--- src/rtl/prog_sequencer.sv ---
// Program sequencer: replays a small program RAM into the CPU's DIN/run/done
// handshake, presenting move-immediate operands and timing out on a stalled CPU.
module prog_sequencer #(
  parameter int unsigned CMD_LENGTH = 6,
  parameter int unsigned ADDR_W     = 4,
  parameter logic [1:0]  MVI_OP     = 2'b01,
  parameter int unsigned TIMEOUT    = 15
) (
  input  logic                  clk,
  input  logic                  reset,
  input  logic                  ld_we,
  input  logic [ADDR_W-1:0]     ld_addr,
  input  logic [CMD_LENGTH-1:0] ld_data,
  input  logic [ADDR_W:0]       prog_len,
  input  logic                  start,
  input  logic                  stop,
  input  logic                  done,
  output logic [CMD_LENGTH-1:0] din,
  output logic                  run,
  output logic [ADDR_W-1:0]     pc,
  output logic                  busy,
  output logic                  halted,
  output logic                  err
);

  localparam int unsigned DEPTH = 1 << ADDR_W;
  localparam int unsigned TW    = $clog2(TIMEOUT + 1);

  typedef enum logic [2:0] {S_IDLE, S_ISSUE, S_IMM, S_WAIT, S_HALT, S_ERR} state_t;

  state_t                state_q, state_d;
  logic [CMD_LENGTH-1:0] din_q, din_d;
  logic                  run_q, run_d;
  logic                  busy_q, busy_d;
  logic                  halted_q, halted_d;
  logic                  err_q, err_d;
  logic [ADDR_W-1:0]     pc_q, pc_d;
  logic [ADDR_W:0]       len_q, len_d;
  logic [TW-1:0]         timer_q, timer_d;
  logic                  stop_seen_q, stop_seen_d;

  logic [CMD_LENGTH-1:0] mem [DEPTH];

  logic                  wr_en;
  logic                  stop_any;
  logic [ADDR_W:0]       pc_nxt;
  logic [CMD_LENGTH-1:0] word0;
  logic [CMD_LENGTH-1:0] word_nxt;

  assign wr_en    = ld_we && (state_q inside {S_IDLE, S_HALT, S_ERR});
  assign stop_any = stop_seen_q | stop;
  assign pc_nxt   = {1'b0, pc_q} + {{ADDR_W{1'b0}}, 1'b1};
  // A write landing in the same cycle as start must already be visible at address 0
  assign word0    = (wr_en && ld_addr == '0) ? ld_data : mem[0];
  assign word_nxt = mem[pc_nxt[ADDR_W-1:0]];

  always_ff @(posedge clk) begin
    if (wr_en) mem[ld_addr] <= ld_data;
  end

  always_comb begin
    state_d     = state_q;
    din_d       = din_q;
    run_d       = 1'b0;
    pc_d        = pc_q;
    len_d       = len_q;
    timer_d     = timer_q;
    stop_seen_d = stop_seen_q;

    case (state_q)
      S_IDLE, S_HALT, S_ERR: begin
        if (start) begin
          len_d = prog_len;
          pc_d  = '0;
          if (prog_len == '0) begin
            state_d = S_HALT;
            din_d   = '0;
          end else begin
            state_d = S_ISSUE;
            din_d   = word0;
            run_d   = 1'b1;
          end
        end
      end
      S_ISSUE: begin
        timer_d     = '0;
        stop_seen_d = stop;
        if (din_q[CMD_LENGTH-1 -: 2] == MVI_OP && pc_nxt < len_q) begin
          pc_d    = pc_nxt[ADDR_W-1:0];
          din_d   = word_nxt;
          state_d = S_IMM;
        end else begin
          state_d = S_WAIT;
        end
      end
      S_IMM, S_WAIT: begin
        stop_seen_d = stop_any;
        if (done) begin
          if (stop_any) begin
            state_d = S_IDLE;
            din_d   = '0;
          end else if (pc_nxt == len_q) begin
            state_d = S_HALT;
            din_d   = '0;
          end else begin
            pc_d    = pc_nxt[ADDR_W-1:0];
            din_d   = word_nxt;
            run_d   = 1'b1;
            state_d = S_ISSUE;
          end
        end else if (timer_q == TW'(TIMEOUT - 1)) begin
          state_d = S_ERR;
          din_d   = '0;
        end else begin
          timer_d = timer_q + TW'(1);
        end
      end
      default: begin
        state_d = S_IDLE;
        din_d   = '0;
      end
    endcase

    busy_d   = state_d inside {S_ISSUE, S_IMM, S_WAIT};
    halted_d = (state_d == S_HALT);
    err_d    = (state_d == S_ERR);
  end

  always_ff @(posedge clk or posedge reset) begin
    if (reset) begin
      state_q     <= S_IDLE;
      din_q       <= '0;
      run_q       <= 1'b0;
      busy_q      <= 1'b0;
      halted_q    <= 1'b0;
      err_q       <= 1'b0;
      pc_q        <= '0;
      len_q       <= '0;
      timer_q     <= '0;
      stop_seen_q <= 1'b0;
    end else begin
      state_q     <= state_d;
      din_q       <= din_d;
      run_q       <= run_d;
      busy_q      <= busy_d;
      halted_q    <= halted_d;
      err_q       <= err_d;
      pc_q        <= pc_d;
      len_q       <= len_d;
      timer_q     <= timer_d;
      stop_seen_q <= stop_seen_d;
    end
  end

  assign din    = din_q;
  assign run    = run_q;
  assign pc     = pc_q;
  assign busy   = busy_q;
  assign halted = halted_q;
  assign err    = err_q;

endmodule

--- config.mk ---
export PLATFORM = sky130hd
export DESIGN_NAME = prog_sequencer
export DESIGN_NICKNAME = d
export VERILOG_FILES = /design/src/rtl/prog_sequencer.sv
export SDC_FILE = /design/constraint.sdc
export NUM_CORES = 1
export LEC_CHECK = 0
export CORE_ASPECT_RATIO = 1.75
export CORE_UTILIZATION = 28
export CTS_CLUSTER_SIZE = 8
export DETAILED_ROUTE_END_ITERATION = 8
export PLACE_DENSITY = 0.45
export SYNTH_ARGS = -nofsm -noshare
export SYNTH_HDL_FRONTEND = slang
export SYNTH_SLANG_ARGS = --single-unit
--- constraint.sdc ---
create_clock -name clk -period 3.65 [get_ports clk]
set_input_delay 0.73 -clock clk [delete_from_list [all_inputs] [get_ports clk]]
set_output_delay 0.73 -clock clk [all_outputs]
set_load 0.05 [all_outputs]
* Yosys cells after proc, flatten, opt, wreduce, memory -nomap -nowiden
Memory sizes are Yosys's and may differ from the RTL's.
Index checks and enable logic that the tools add are counted.
** Word-level totals
- Bits in read-only memories :: 0
- Logic and storage cells :: 87
- Memories kept :: 1
- Flip-flop bits (word level) :: 27
- Input port bits :: 21
- Memory bits (writable) :: 96
- Latch bits :: 0
** Memories
- mem :: depth 16, bits a word 6, rd ports 2, clocked after memory_dff 0, wr ports 1, RTL line 42 : logic [CMD_LENGTH-1:0] mem [DEPTH];
** Cells by class
- Shift-type cells :: 0
- Equal/unequal tests :: 21
- Mux-type cells :: 35
- Bitwise operators :: 1
- Divide/modulo/power cells :: 0
- Order comparisons :: 1
- $add $sub $neg :: 2
- Multiply operators :: 0
- Reductions and logical operators :: 16
** Operators by type and width (number)
- 6-bit 2-to-1 mux :: 8
- 4-bit 2-to-1 mux :: 7
- 3-bit 2-to-1 mux :: 6
- 6-bit one-hot mux with 3 select lines :: 1
- 2-bit inequality test (second input constant) :: 7
- 3-bit by 2-bit equality test with 1-bit output (second input constant) :: 4
- 3-bit equality test (second input constant) :: 4
- 4-bit one-hot mux with 3 select lines :: 1
- 3-bit one-hot mux with 3 select lines :: 1
- 3-bit nonzero test :: 3
- 1-bit 2-to-1 mux :: 8
- 4-bit one-hot mux with 2 select lines :: 1
- 3-bit by 1-bit equality test with 1-bit output (second input constant) :: 2
- 3-bit AND reduction :: 2
- 6-bit AND reduction :: 1
- 4-bit by 1-bit adder with 5-bit output (second input constant) :: 1
- 5-bit equality test :: 1
- 5-bit zero test :: 1
- 5-bit < comparator :: 1
- 4-bit by 1-bit adder with 4-bit output (second input constant) :: 1
- 4-bit equality test (second input constant) :: 1
- 4-bit zero test :: 1
- 1-bit one-hot mux with 2 select lines :: 2
- 1-bit logical AND :: 3
- other kinds (8) :: 8

* Logic depth before layout (Yosys ltp)
- Depth after elaboration :: 8
- Mapped depth :: 9
- Gate-level depth less buffers :: 8

* Worst setup path after synthesis
OpenSTA, ideal clock, no wires.
- Kind :: register to register
- Start :: reg pc_q[1], in the netlist pc[1]
- End :: reg pc_q[1], in the netlist pc[1]
- Library setup time :: 0.079 ns
- Arrival :: 2.902 ns
- Slack :: 0.669 ns
- Stages on the path, launching flop included :: 10
- Cells stage by stage :: dfrtp_1 > ha_1 > xor2_1 > buf_4 > ha_1 > nand3_1 > o211ai_1 > o21a_1 > nor3_1 > mux2i_1
** On the way
- Longest elaborated chain between the ends :: 5
- Elaborated cells on any way between the ends :: 12
- Those cells by class :: 1 x add/sub; 1 x order compare; 3 x eq/ne; 5 x mux; 2 x reduce/logical
** Ends and longest elaborated chain
- start, declared :: RTL line 37 : logic [ADDR_W-1:0] pc_q, pc_d;
- start signal, assigned :: RTL line 148 : pc_q <= pc_d;
- 4-bit by 1-bit adder with 5-bit output (*) :: RTL line 52 : assign pc_nxt = {1'b0, pc_q} + {{ADDR_W{1'b0}}, 1'b1};
- 5-bit < comparator / 4-bit 2-to-1 mux (equally long branches) :: RTL line 88, 102
- 1-bit logical AND / 4-bit 2-to-1 mux (equally long branches) :: RTL line 88, 99
- 2-bit inequality test (no line) / 4-bit 2-to-1 mux (equally long branches)
- 6-bit AND reduction (no line) / 4-bit one-hot mux with 3 select lines (equally long branches)
Mark *: on every way between the ends. The rest lies on a longest branch, timed or not. The select of a mux whose other input is x is not followed.
A chain may end at the register's enable or synchronous reset.

* Worst setup path in the final report
- Start :: reg pc_q[0], in the netlist pc[0]
- End :: out pc[0]
** RTL lines
- end, declared :: RTL line 20 : output logic [ADDR_W-1:0] pc,
No word-level cell between the ends.

==> results.cfg <==
[layout]
multi_input_area_sq_um = 1635
drive_gt1_share_pct = 22.45
fillers = 1785
nets = 408
final_common_cell = edfxtp_1
finish.utilization_pct = 35.41
mostFrequentLayoutCells = edfxtp_1, clkdlybuf4s50_1, nor2_1, dfrtp_1, mux4_2
syn2layout_area_growth_pct = 24.39
diodes = 0
seq_area_sq_um = 3560
final_area_sq_um = 6579

[routing]
via_per_inst = 4.548
drc = 0
final_antenna_net_count = 0
dr.pass1.iters = 4
routed_wl_microns = 11850
detail_route.wl_per_cell_microns = 18.82
drtIter0Drc = 123
dr_total_vias = 2865

[critical_path]
endpoint_kind = output pin
cp.arrival_ns = 2.16
worst_path_dominant_cell_family = buffers and inverters
crit_type = reg2out
cp_max_fo = 27
critPathRequiredTime_ns = 2.92
cp_slowest_cell = clkdlybuf4s50_1
max_stage_delay_ns = 0.90
path_cells = buf_4, clkdlybuf4s50_1
crit_path_start_kind = register
cp_num_buf_inv = 2

[floorplanning]
dieArea_sq_um = 19460
die_w_microns = 105.9
num_io_pins = 35
die_h_microns = 183.8
initial_utilization_pct = 28.46
coreArea_sq_um = 18580
fp-row-count = 66

[synthesis]
syn_area_sq_um = 5289
ys_types = 44
synth_cells = 322
synth_warnings = 0
ys_seq_elements = 123
synth-main-ff-cell = edfxtp_1
yosysSeqAreaShare_pct = 67.28
syn_avg_cell_area_sq_um = 16.42
synth_area_leader_cell = edfxtp_1
async_flop_share_pct = 21.95
syn_nets = 351
synth_edf_count = 96
synth_top_area_share_pct = 54.51
synthTopCellsByArea = edfxtp_1, dfrtp_1, mux4_2, mux2i_1, mux2_2

[place]
placed_area_sq_um = 5979
hpwlAfterDp_microns = 8584
port_buffers = 34
place.gp.congestion = 0.7486

[worst_hold_path]
worstHoldPathType = reg2reg

[timing]
fin_crit_ns = 2.894
fin_skew_ns = 0.007698
setup_viol = 0
hold_violations = 0
worst_slew_pin_slew_ns = 0.6886
fin_crit_sh_pct = 79.29
slew_headroom_pct = 53.74
rsz0062_at_grt = no
finalMaxSlewViolations = 0
max_freq_mhz = 345.5
finalSetupTns_ns = 0

[clock_tree]
cts.sinks = 123
cts-root-buf = clkbuf_16
insertion_delay_ns = 0.41
cts-resized-gates = 0
hold_buffers = 0
postCtsSetupRepairBufs = 0
htreeDepth = 4
ctsLongestPathBuffers = 2
cts_tree = done
numCtsBuffers = 17
clk_pin_slew_ns = 0.06

[power]
ir_drop_mv = 0.3532
p_leak_uw = 0.002264
p_per_area_nw_per_um2 = 809.6

[global_route]
grt_pass1_wl_microns = 18130
grt_pass1_vias = 3145
grt_usage_pct = 13.31
antenna_found_initial = 0
overflow = 0
grt_max_degree = 28

[status]
status = finished clean

[job]
cap_violations = 0
## per-layer routing
layer	part of all wire [%]	vias to the layer above	global-route usage [%]
li1	-	1377	-
met1	37	1428	13.15
met2	58	45	25.28
met3	2.2	15	3.084
met4	2.5	0	7.111
met5	0	-	0
## final timing paths
| kind | from | end | slack (ns) | cells past startpoint |
|---|---|---|---|---|
| worst max-delay path | pc[0]$_DFFE_PP0P_ | pc[0] | 0.76 | 2 |
| worst min-delay path | len_q[3]$_DFFE_PP0P_ | len_q[3]$_DFFE_PP0P_ | 0.50 | 1 |
| worst max register to register | pc[0]$_DFFE_PP0P_ | pc[3]$_DFFE_PP0P_ | 1.09 | 8 |
| worst min register to register | len_q[3]$_DFFE_PP0P_ | len_q[3]$_DFFE_PP0P_ | 0.50 | 1 |
| max in group asynchronous | reset | pc[0]$_DFFE_PP0P_ | 2.66 | 3 |
| min in group asynchronous | reset | pc[2]$_DFFE_PP0P_ | 0.69 | 3 |
## registers in the layout, summed over array words and instances, names as in the netlist
signal	flops
busy	1
din	6
err	1
halted	1
len_q	5
mem	96
pc	4
run	1
state_q	3
stop_seen_q	1
timer_q	4
## kinds of logic after synthesis
group                      count (synthesis)  share of synthesized area, %
adders and majority gates                  8                         1.893
AOI/OAI and AO/OA                         42                         5.039
xor gates and xnor gates                   3                        0.6389
muxes                                     57                         16.73
buffers and inverters                     22                         1.940
DFF                                      123                         67.28
and+or+nand+nor                           67                         6.483
## cells in the mapped netlist, types with 3 or more instances
master / instances
mux4_2: 24
nand3_1: 8
nor3_1: 4
mux2i_1: 22
buf_4: 4
inv_1: 13
ha_1: 8
edfxtp_1: 96
nand2b_1: 3
o21ai_0: 4
nor2_1: 26
dfrtp_1: 27
nand2_1: 10
a21o_1: 3
buf_2: 4
a22oi_1: 6
mux2_2: 9
nor2b_1: 3
a21oi_1: 17
## layout make-up
cell class / instances / share of cell area [%]
clock buffer: 17 / 6.466
clock inverter: 15 / 2.644
sequential: 123 / 54.11
tap: 238 / 4.526
inverter: 13 / 0.7417
timing repair buffer: 47 / 6.657
multi-input combinational: 177 / 24.86
## power breakdown
group / switching (uW) / leakage (uW) / internal (uW)
logic: 1090 / 0.000782 / 764
registers: 119 / 0.00120 / 1670
clock network: 615 / 0.000281 / 1070
## through the flow
stage / std cells / total power (uW) / hold slack [ns] / setup WS (ns)
after global placement: 598 / 3701 / 0.4956 / 0.6969
final: 630 / 5326 / 0.5050 / 0.7559
after CTS: 630 / 5411 / 0.5087 / 0.6694
after global routing: 630 / 5620 / 0.5215 / 0.6188
after detailed placement: 598 / 3712 / 0.4942 / 0.6537
after floorplan: 322 / 3134 / 0.4673 / 0.6689
No activity file was read; power rests on OpenSTA's default activity.
